## config.mk

```make
export PLATFORM = sky130hd
export DESIGN_NAME = button_bcd_counter
export DESIGN_NICKNAME = d
export VERILOG_FILES = /design/src/rtl/bcd_pkg.sv /design/src/rtl/key_debouncer.sv /design/src/rtl/button_bcd_counter.sv
export SDC_FILE = /design/constraint.sdc
export NUM_CORES = 1
export LEC_CHECK = 0
export ABC_AREA = 1
export BUFFER_PORTS_ARGS = -buffer_cell sky130_fd_sc_hd__buf_2
export CELL_PAD_IN_SITES_DETAIL_PLACEMENT = 0
export CELL_PAD_IN_SITES_GLOBAL_PLACEMENT = 1
export CORE_MARGIN = 4
export CORE_UTILIZATION = 35
export DETAILED_ROUTE_END_ITERATION = 7
export PLACE_DENSITY_LB_ADDON = 0.1
export SLEW_MARGIN = 10
export SYNTH_ARGS = -nofsm -noshare
export SYNTH_HDL_FRONTEND = slang
export SYNTH_SLANG_ARGS = --single-unit
```

## constraint.sdc

```tcl
create_clock -name clk -period 1.6 [get_ports clk]
set_clock_uncertainty 0.1 [all_clocks]
set_input_delay 0.32 -clock clk [delete_from_list [all_inputs] [get_ports clk]]
set_output_delay 0.32 -clock clk [all_outputs]
set_load 0.1 [all_outputs]
```

## src/rtl/bcd_pkg.sv

```systemverilog
// Shared digit type, limits and wrap/saturate helpers for the pushbutton BCD counter.
package bcd_pkg;

  typedef logic [3:0] bcd_t;

  localparam bcd_t BCD_MAX = 4'd9;
  localparam bcd_t BCD_MIN = 4'd0;

  function automatic bcd_t bcd_sat(input logic [3:0] value);
    return (value > BCD_MAX) ? BCD_MAX : bcd_t'(value);
  endfunction

  function automatic bcd_t bcd_inc(input bcd_t value);
    return (value == BCD_MAX) ? BCD_MIN : bcd_t'(value + 4'd1);
  endfunction

  function automatic bcd_t bcd_dec(input bcd_t value);
    return (value == BCD_MIN) ? BCD_MAX : bcd_t'(value - 4'd1);
  endfunction

endpackage

```

## src/rtl/key_debouncer.sv

```systemverilog
// One pushbutton: two-flop synchronizer, stable-level debouncer and a
// single-cycle pulse on each accepted press (stable 1 -> 0).
module key_debouncer #(
  parameter int DEBOUNCE_CYCLES = 500000
) (
  input  logic clk,
  input  logic rst_n,
  input  logic key_n,
  output logic press
);

  localparam int CNT_W = $clog2(DEBOUNCE_CYCLES);
  localparam logic [CNT_W-1:0] CNT_LAST = CNT_W'(DEBOUNCE_CYCLES - 1);

  logic             sync1_reg;
  logic             sync2_reg;
  logic             stable_reg;
  logic             press_reg;
  logic [CNT_W-1:0] cnt_reg;

  // Any return to the stable level restarts the count, so short glitches never land.
  always_ff @(posedge clk or negedge rst_n) begin
    if (!rst_n) begin
      sync1_reg  <= 1'b1;
      sync2_reg  <= 1'b1;
      stable_reg <= 1'b1;
      press_reg  <= 1'b0;
      cnt_reg    <= '0;
    end else begin
      sync1_reg <= key_n;
      sync2_reg <= sync1_reg;
      press_reg <= 1'b0;
      if (sync2_reg == stable_reg) begin
        cnt_reg <= '0;
      end else if (cnt_reg == CNT_LAST) begin
        stable_reg <= sync2_reg;
        cnt_reg    <= '0;
        press_reg  <= ~sync2_reg;
      end else begin
        cnt_reg <= cnt_reg + CNT_W'(1);
      end
    end
  end

  assign press = press_reg;

endmodule

```

## src/rtl/button_bcd_counter.sv

```systemverilog
// Single BCD digit stepped up/down by debounced pushbuttons, with a
// switch-driven saturating load that overrides the buttons.
module button_bcd_counter
  import bcd_pkg::*;
#(
  parameter int DEBOUNCE_CYCLES = 500000
) (
  input  logic       clk,
  input  logic       rst_n,
  input  logic       key_up_n,
  input  logic       key_down_n,
  input  logic       load_en,
  input  logic [3:0] load_value,
  output logic [3:0] bcd,
  output logic       bcd_changed
);

  logic [1:0] keys_n;
  logic [1:0] press;

  logic       load_sync1_reg;
  logic       load_sync2_reg;
  logic [3:0] value_sync1_reg;
  logic [3:0] value_sync2_reg;

  bcd_t       bcd_reg;
  bcd_t       bcd_next;
  bcd_t       bcd_prev_reg;
  logic       changed_reg;

  // Index 0 is the up key, index 1 the down key.
  assign keys_n = {key_down_n, key_up_n};

  genvar gi;
  generate
    for (gi = 0; gi < 2; gi++) begin : g_key
      key_debouncer #(
        .DEBOUNCE_CYCLES(DEBOUNCE_CYCLES)
      ) u_debouncer (
        .clk   (clk),
        .rst_n (rst_n),
        .key_n (keys_n[gi]),
        .press (press[gi])
      );
    end
  endgenerate

  always_ff @(posedge clk or negedge rst_n) begin
    if (!rst_n) begin
      load_sync1_reg  <= 1'b0;
      load_sync2_reg  <= 1'b0;
      value_sync1_reg <= 4'd0;
      value_sync2_reg <= 4'd0;
    end else begin
      load_sync1_reg  <= load_en;
      load_sync2_reg  <= load_sync1_reg;
      value_sync1_reg <= load_value;
      value_sync2_reg <= value_sync1_reg;
    end
  end

  // Load wins outright; presses seen during a load are simply dropped.
  always_comb begin
    bcd_next = bcd_reg;
    if (load_sync2_reg) begin
      bcd_next = bcd_sat(value_sync2_reg);
    end else if (press[0] && !press[1]) begin
      bcd_next = bcd_inc(bcd_reg);
    end else if (press[1] && !press[0]) begin
      bcd_next = bcd_dec(bcd_reg);
    end
  end

  // The change flag compares the registered digit with its previous value,
  // so it lands one cycle after bcd moves and ignores same-value loads.
  always_ff @(posedge clk or negedge rst_n) begin
    if (!rst_n) begin
      bcd_reg      <= BCD_MIN;
      bcd_prev_reg <= BCD_MIN;
      changed_reg  <= 1'b0;
    end else begin
      bcd_reg      <= bcd_next;
      bcd_prev_reg <= bcd_reg;
      changed_reg  <= (bcd_reg != bcd_prev_reg);
    end
  end

  assign bcd         = bcd_reg;
  assign bcd_changed = changed_reg;

endmodule

```

# Word-level counts from Yosys, hierarchy flattened
# Cells that the tools add are included.
# classes
n_addsub,4
n_lt_le_gt_ge,1
n_eq_ne,6
muxes,14
n_bitwise,4
n_reduce_logical,8
# op_table
cell,count
19-bit 2-to-1 mux,4
19-bit by 1-bit adder with 19-bit output (second input constant),2
19-bit == test (second input constant),2
4-bit 2-to-1 mux,6
4-bit by 1-bit adder with 4-bit output (second input constant),1
4-bit == test (second input constant),1
4-bit > comparator (second input constant),1
4-bit zero test,1
1-bit 2-to-1 mux,4
4-bit != test,1
1-bit NOT,4
2-bit AND reduction,2
4-bit by 1-bit subtractor with 4-bit output (second input constant),1
3-bit nonzero test,1
1-bit == test,2
1-bit logical AND,2
1-bit zero test,2
# totals
ff_bits,65
in_bits,9
output_inout_bits,5

# Longest topological paths before layout
# depth
word_depth,5
depth_mapped,9

# Cells and area by module
# From an unflattened synthesis, not the netlist that was laid out.
# hier_totals
hier_cells,390
hier_area_um2,3254.4
# by_module_without_submodules
mod,instances,cells_each,area_per_inst_um2,seq_area_each_um2
key_debouncer,2,150,1221.2,579.3
button_bcd_counter,1,90,812.0,475.5

# Least setup slack after synthesis
# Ideal clock, no wire load.
# synth_path
path_type,register to register
startpoint,reg bcd_reg[1] (netlist: bcd[1])
endpoint,reg bcd_reg[3] (netlist: bcd[3])
t_arrival_ps,1681
t_required_ps,1380
slack_ps,-301
path_stages_with_launch,9
synth_period_minus_slack_ps,1901
cell_sequence,dfrtp_1 buf_2 nand3_1 nand2_1 nand2_1 nand2_1 nand2_1 nand2_1 a21oi_1
# synth_between
elab_chain_cells,5
word_cells_on_any_way,9
# synth_rtl
element,line,rtl
"start, declared",button_bcd_counter.sv:26,bcd_t bcd_reg;
"start signal, assigned",button_bcd_counter.sv:82,bcd_reg <= bcd_next;
4-bit by 1-bit subtractor with 4-bit output / 4-bit zero test (equally long branches),bcd_pkg.sv:18,return (value == BCD_MIN) ? BCD_MAX : bcd_t'(value - 4'd1);
4-bit 2-to-1 mux,bcd_pkg.sv:18,
4-bit 2-to-1 mux,button_bcd_counter.sv:69,end else if (press[1] && !press[0]) begin
4-bit 2-to-1 mux (*),button_bcd_counter.sv:67,end else if (press[0] && !press[1]) begin
4-bit 2-to-1 mux (*),button_bcd_counter.sv:65,if (load_sync2_reg) begin
# Mark *: on every way between the ends. The rest lies on a longest branch, timed or not. The select of a mux whose other input is x is not followed.
# A chain may end at the register's enable or synchronous reset.

# Final worst setup path
# layout_path
startpoint,reg g_key[0].u_debouncer.cnt_reg[0]
endpoint,reg g_key[0].u_debouncer.cnt_reg[18]
# layout_between
elab_chain_cells,3
word_cells_on_any_way,4
# layout_rtl
element,line,rtl
"start, declared",key_debouncer.sv:19,logic [CNT_W-1:0] cnt_reg;
"start signal, assigned",key_debouncer.sv:40,cnt_reg <= cnt_reg + CNT_W'(1);
19-bit by 1-bit adder with 19-bit output / 19-bit == test (equally long branches),"key_debouncer.sv:40, key_debouncer.sv:35",
19-bit 2-to-1 mux (*),key_debouncer.sv:35,end else if (cnt_reg == CNT_LAST) begin
19-bit 2-to-1 mux (*),key_debouncer.sv:33,if (sync2_reg == stable_reg) begin
# Mark *: on every way between the ends. The rest lies on a longest branch, timed or not.

==> results by stage <==
Clock tree:
- The worst-skew pair later-pin latency is 0.34 ns.
- The clock tree buffer depth is 2.
- Buffers inserted during clock tree synthesis total 9.
- After clock tree synthesis, the clock-pin slew on the worst setup and hold paths is 0.08 ns.
- The H-tree depth is 3.
- The clock net in this run drives a total of 65 sinks.
- TritonCTS built the clock tree.
- In this run the clock root is driven by a sky130_fd_sc_hd__clkbuf_8.

Synthesis:
- The average footprint of a synthesized cell is 8.06 um^2.
- Yosys attributes the largest share of cell area to sky130_fd_sc_hd__dfrtp_1, sky130_fd_sc_hd__nand2_1, sky130_fd_sc_hd__nor2_1, sky130_fd_sc_hd__inv_1, sky130_fd_sc_hd__dfstp_2.
- Synthesis produced a netlist whose cell count is 407.
- The count of different cell masters after synthesis is 31.
- When the netlist entered floorplanning its net count stood at 418.
- The post-synthesis instance area is 3280 um^2.
- After synthesis the netlist holds a flip-flop and latch count of 65.
- The sequential share of the synthesized area is 49.8%.
- For this run, the number of Yosys warnings is 0.
- The area share of the largest cell type after synthesis is 45.0%.
- The cell type with the highest aggregate area in the netlist is sky130_fd_sc_hd__dfrtp_1.

Final layout:
- The footprint of the multi-input gates is 1490 um^2.
- In the final layout, the share of cells above drive strength 1 is 20.3%.
- The repair_antennas step left the layout with diodes totalling 0.
- The register area is 1640 um^2.
- The layout overhead on the synthesized area is 25.1%.
- After the last flow step, the layout net total stands at 469.
- The number of fill cells in the layout is 937.
- The register with the most flip-flops in the layout has 38 of them.

Die:
- 14 I/O pins were placed.
- The core region is 9200 um^2.
- The floorplan step defined a die boundary enclosing 11000 um^2.
- The die span in x is 105 um.
- After floorplanning, the core was divided into 35 placement rows.
- The floorplan die height is 105 um.
- For this configuration, the core starts out at a cell density of 35.7%.

Worst setup path:
- The cell seen most often among critical-path stages is sky130_fd_sc_hd__nor2_4.
- The endpoint type of the worst setup path is a flip-flop.
- Traced cell by cell, the critical path runs through ha_2, nand2_2, nor2_4, nand3_4, nor2_4, nand3_2, nor2_2, nor2_1.
- The arrival time of data at the critical path endpoint is 1.70 ns.
- The kind of cell with the highest combined delay along the critical path is simple AND/OR/NAND/NOR gates.
- Along the worst path, the maximum fanout reaches 6.
- The number of buffers and inverters on the critical path is 0.
- The type of the worst setup path is reg -> reg.
- The worst setup path is launched from a flip-flop.
- Data on the critical path is required at its endpoint by 1.74 ns.
- The delay contributed by the slowest stage of the critical path is 0.38 ns.
- The highest-delay cell along the critical path is sky130_fd_sc_hd__dfrtp_1.

STA:
- The final setup TNS is 0 ns.
- Final hold analysis gives a worst-case slack of 0.250 ns.
- The number of endpoints with negative hold slack in the final report is 0.
- For the finished layout, the period the worst path requires is 1.56 ns.
- Setup repair after global routing could not meet its margin everywhere.
- The max-slew violation total from the final report came to 0.
- The count of final setup violators is 0.
- The slew at the pin closest to its max-slew limit is 0.485 ns.
- Timing would allow up to 0.640 GHz.
- The worst slew margin relative to its limit is 67.9%.
- The post-route clock period utilization is 97.6%.

Detailed routing:
- The number of DRC violations after detailed-routing iteration 0 is 109.
- The via count normalized by instance count is 4.53.
- The post-detailed-route count of antenna-violating nets is 0.
- In the routed design, unresolved DRC markers number 0.
- The total iterations of the first detailed-routing run is 4.
- The routed design has 6990 um of wire.
- The via count is 2599.
- After detailed routing, the average wire length per cell comes to 12.2 um.

Global route:
- The global-route usage over all layers is 13.7%.
- The initial antenna violation count is 0.
- The overflow left after global routing is 0.
- The number of global-route vias before repair is 2546.
- The maximum number of pins on one net before global-route repair is 26.
- The first global-routing pass estimated 12200 um of wire.

Place:
- The final weighted congestion of routability-driven global placement is 0.788.
- The number of I/O port buffers is 13.
- Summed over all nets, the half-perimeter wirelength after detailed placement is 5260 um.

Power and ir drop:
- Power spread over the standard cell area amounts to 978 nW/um^2.
- The maximum resistive drop on vdd is 0.000391 V.
- The overall power after layout is 0.00401 W.
- Summed over all cells, the static leakage comes to 1.82 nW.

Status:
- The flow ran to the end, and the final reports show no timing, DRC or antenna violations.

Flow run:
- The reported max-cap violation count is 0.

Hold path:
- The type of the worst min-delay path is reg -> reg.
## what timing repair did
action,CTS,global route
hold endpoints to repair,19,0
endpoints found under the setup margin,0,22
setup buffers,0,1
gates resized for setup,0,15
hold buffers,8,0
## placed cells by master (no fill, tap or decap), drive strengths merged, types with 2 or more instances in the layout
cell and n:
a21oi 11, and2 2, buf 35, bufinv 3, clkbuf 10, clkinv 2
dfrtp 59, dfstp 6, dlygate4sd3 8, ha 2, inv 52, nand2 98
nand3 29, nand4 4, nor2 91, nor3 7, nor3b 3, o211ai 3
o21ai 10, xnor2 6, xor2 15
## layout make-up
class / count / share of cell area [%]
Multi-Input combinational cell: 287 / 36.4
Sequential cell: 65 / 40.0
Timing Repair Buffer: 43 / 9.33
Clock buffer: 10 / 3.35
Inverter: 52 / 4.76
Tap cell: 111 / 3.39
Clock inverter: 6 / 2.81
## cell usage after synthesis
library cell and number:
sky130_fd_sc_hd__a21oi_1 11, sky130_fd_sc_hd__ha_1 2, sky130_fd_sc_hd__nor3_1 5, sky130_fd_sc_hd__xnor2_1 6, sky130_fd_sc_hd__a211oi_1 1, sky130_fd_sc_hd__o211ai_1 3
sky130_fd_sc_hd__nand4_1 4, sky130_fd_sc_hd__inv_1 51, sky130_fd_sc_hd__nor2_2 6, sky130_fd_sc_hd__buf_2 2, sky130_fd_sc_hd__nor3b_1 3, sky130_fd_sc_hd__nor4_1 1
sky130_fd_sc_hd__inv_2 1, sky130_fd_sc_hd__o21ai_2 1, sky130_fd_sc_hd__nor3_2 2, sky130_fd_sc_hd__dfrtp_1 59, sky130_fd_sc_hd__nand3_4 2, sky130_fd_sc_hd__nand3b_4 1
sky130_fd_sc_hd__or2_2 1, sky130_fd_sc_hd__nand3_1 27, sky130_fd_sc_hd__xor2_1 15, sky130_fd_sc_hd__a31oi_1 1, sky130_fd_sc_hd__nor2_4 5, sky130_fd_sc_hd__dfstp_2 6
sky130_fd_sc_hd__nand2_2 2, sky130_fd_sc_hd__o221ai_1 1, sky130_fd_sc_hd__o21ai_0 9, sky130_fd_sc_hd__nor2_1 80, sky130_fd_sc_hd__nand2_1 96, sky130_fd_sc_hd__clkbuf_1 1
sky130_fd_sc_hd__and2_1 2
## where the power goes
| group | switching, W | internal [W] | total [W] |
|---|---|---|---|
| Clock | 0.000666 | 0.00108 | 0.00175 |
| Combinational | 0.000294 | 0.000180 | 0.000474 |
| Sequential | 0.0000747 | 0.00171 | 0.00179 |
| Total | 0.00103 | 0.00298 | 0.00401 |
## per-stage QoR
stage / utilization, % / cell area, um^2 / std cells / setup WS [ns]
global placement: 40.3 / 3710 / 549 / 0.0264
detailed placement: 40.3 / 3710 / 549 / 0.0533
global route: 44.6 / 4100 / 574 / -0.0511
finish: 44.6 / 4100 / 574 / 0.0385
floorplan: - / 3290 / 407 / 0.00550
CTS: 43.9 / 4040 / 573 / 0.0318
## path summary, 6_finish.rpt
| check | startpoint | to | depth (start not counted) | slack, ns |
|---|---|---|---|---|
| worst min register to register | value_sync1_reg[3] | value_sync2_reg[3] | 0 | 0.25 |
| worst min-delay path | value_sync1_reg[3] | value_sync2_reg[3] | 0 | 0.25 |
| min in group asynchronous | rst_n | g_key[0].u_debouncer.cnt_reg[15] | 2 | 0.31 |
| worst max register to register | g_key[0].u_debouncer.cnt_reg[0] | g_key[0].u_debouncer.cnt_reg[18] | 8 | 0.04 |
| max in group asynchronous | rst_n | g_key[1].u_debouncer.cnt_reg[9] | 3 | 0.51 |
| worst max-delay path | g_key[0].u_debouncer.cnt_reg[0] | g_key[0].u_debouncer.cnt_reg[18] | 8 | 0.04 |
## logic make-up after synthesis
logic type	share of synthesized area, %
xor+xnor	5.61
compound gates	4.69
fa+ha+maj	0.763
flops	49.8
buf+inv	6.37
simple gates	32.8
## layer usage
layer	GRT usage [%]	up-vias	wire length (um)
met5	0	-	0
met4	4.50	0	79
met3	3.15	9	209
met2	20.9	26	3080
met1	19.3	1190	3620
li1	-	1374	-
No activity file was read; power rests on OpenSTA's default activity.
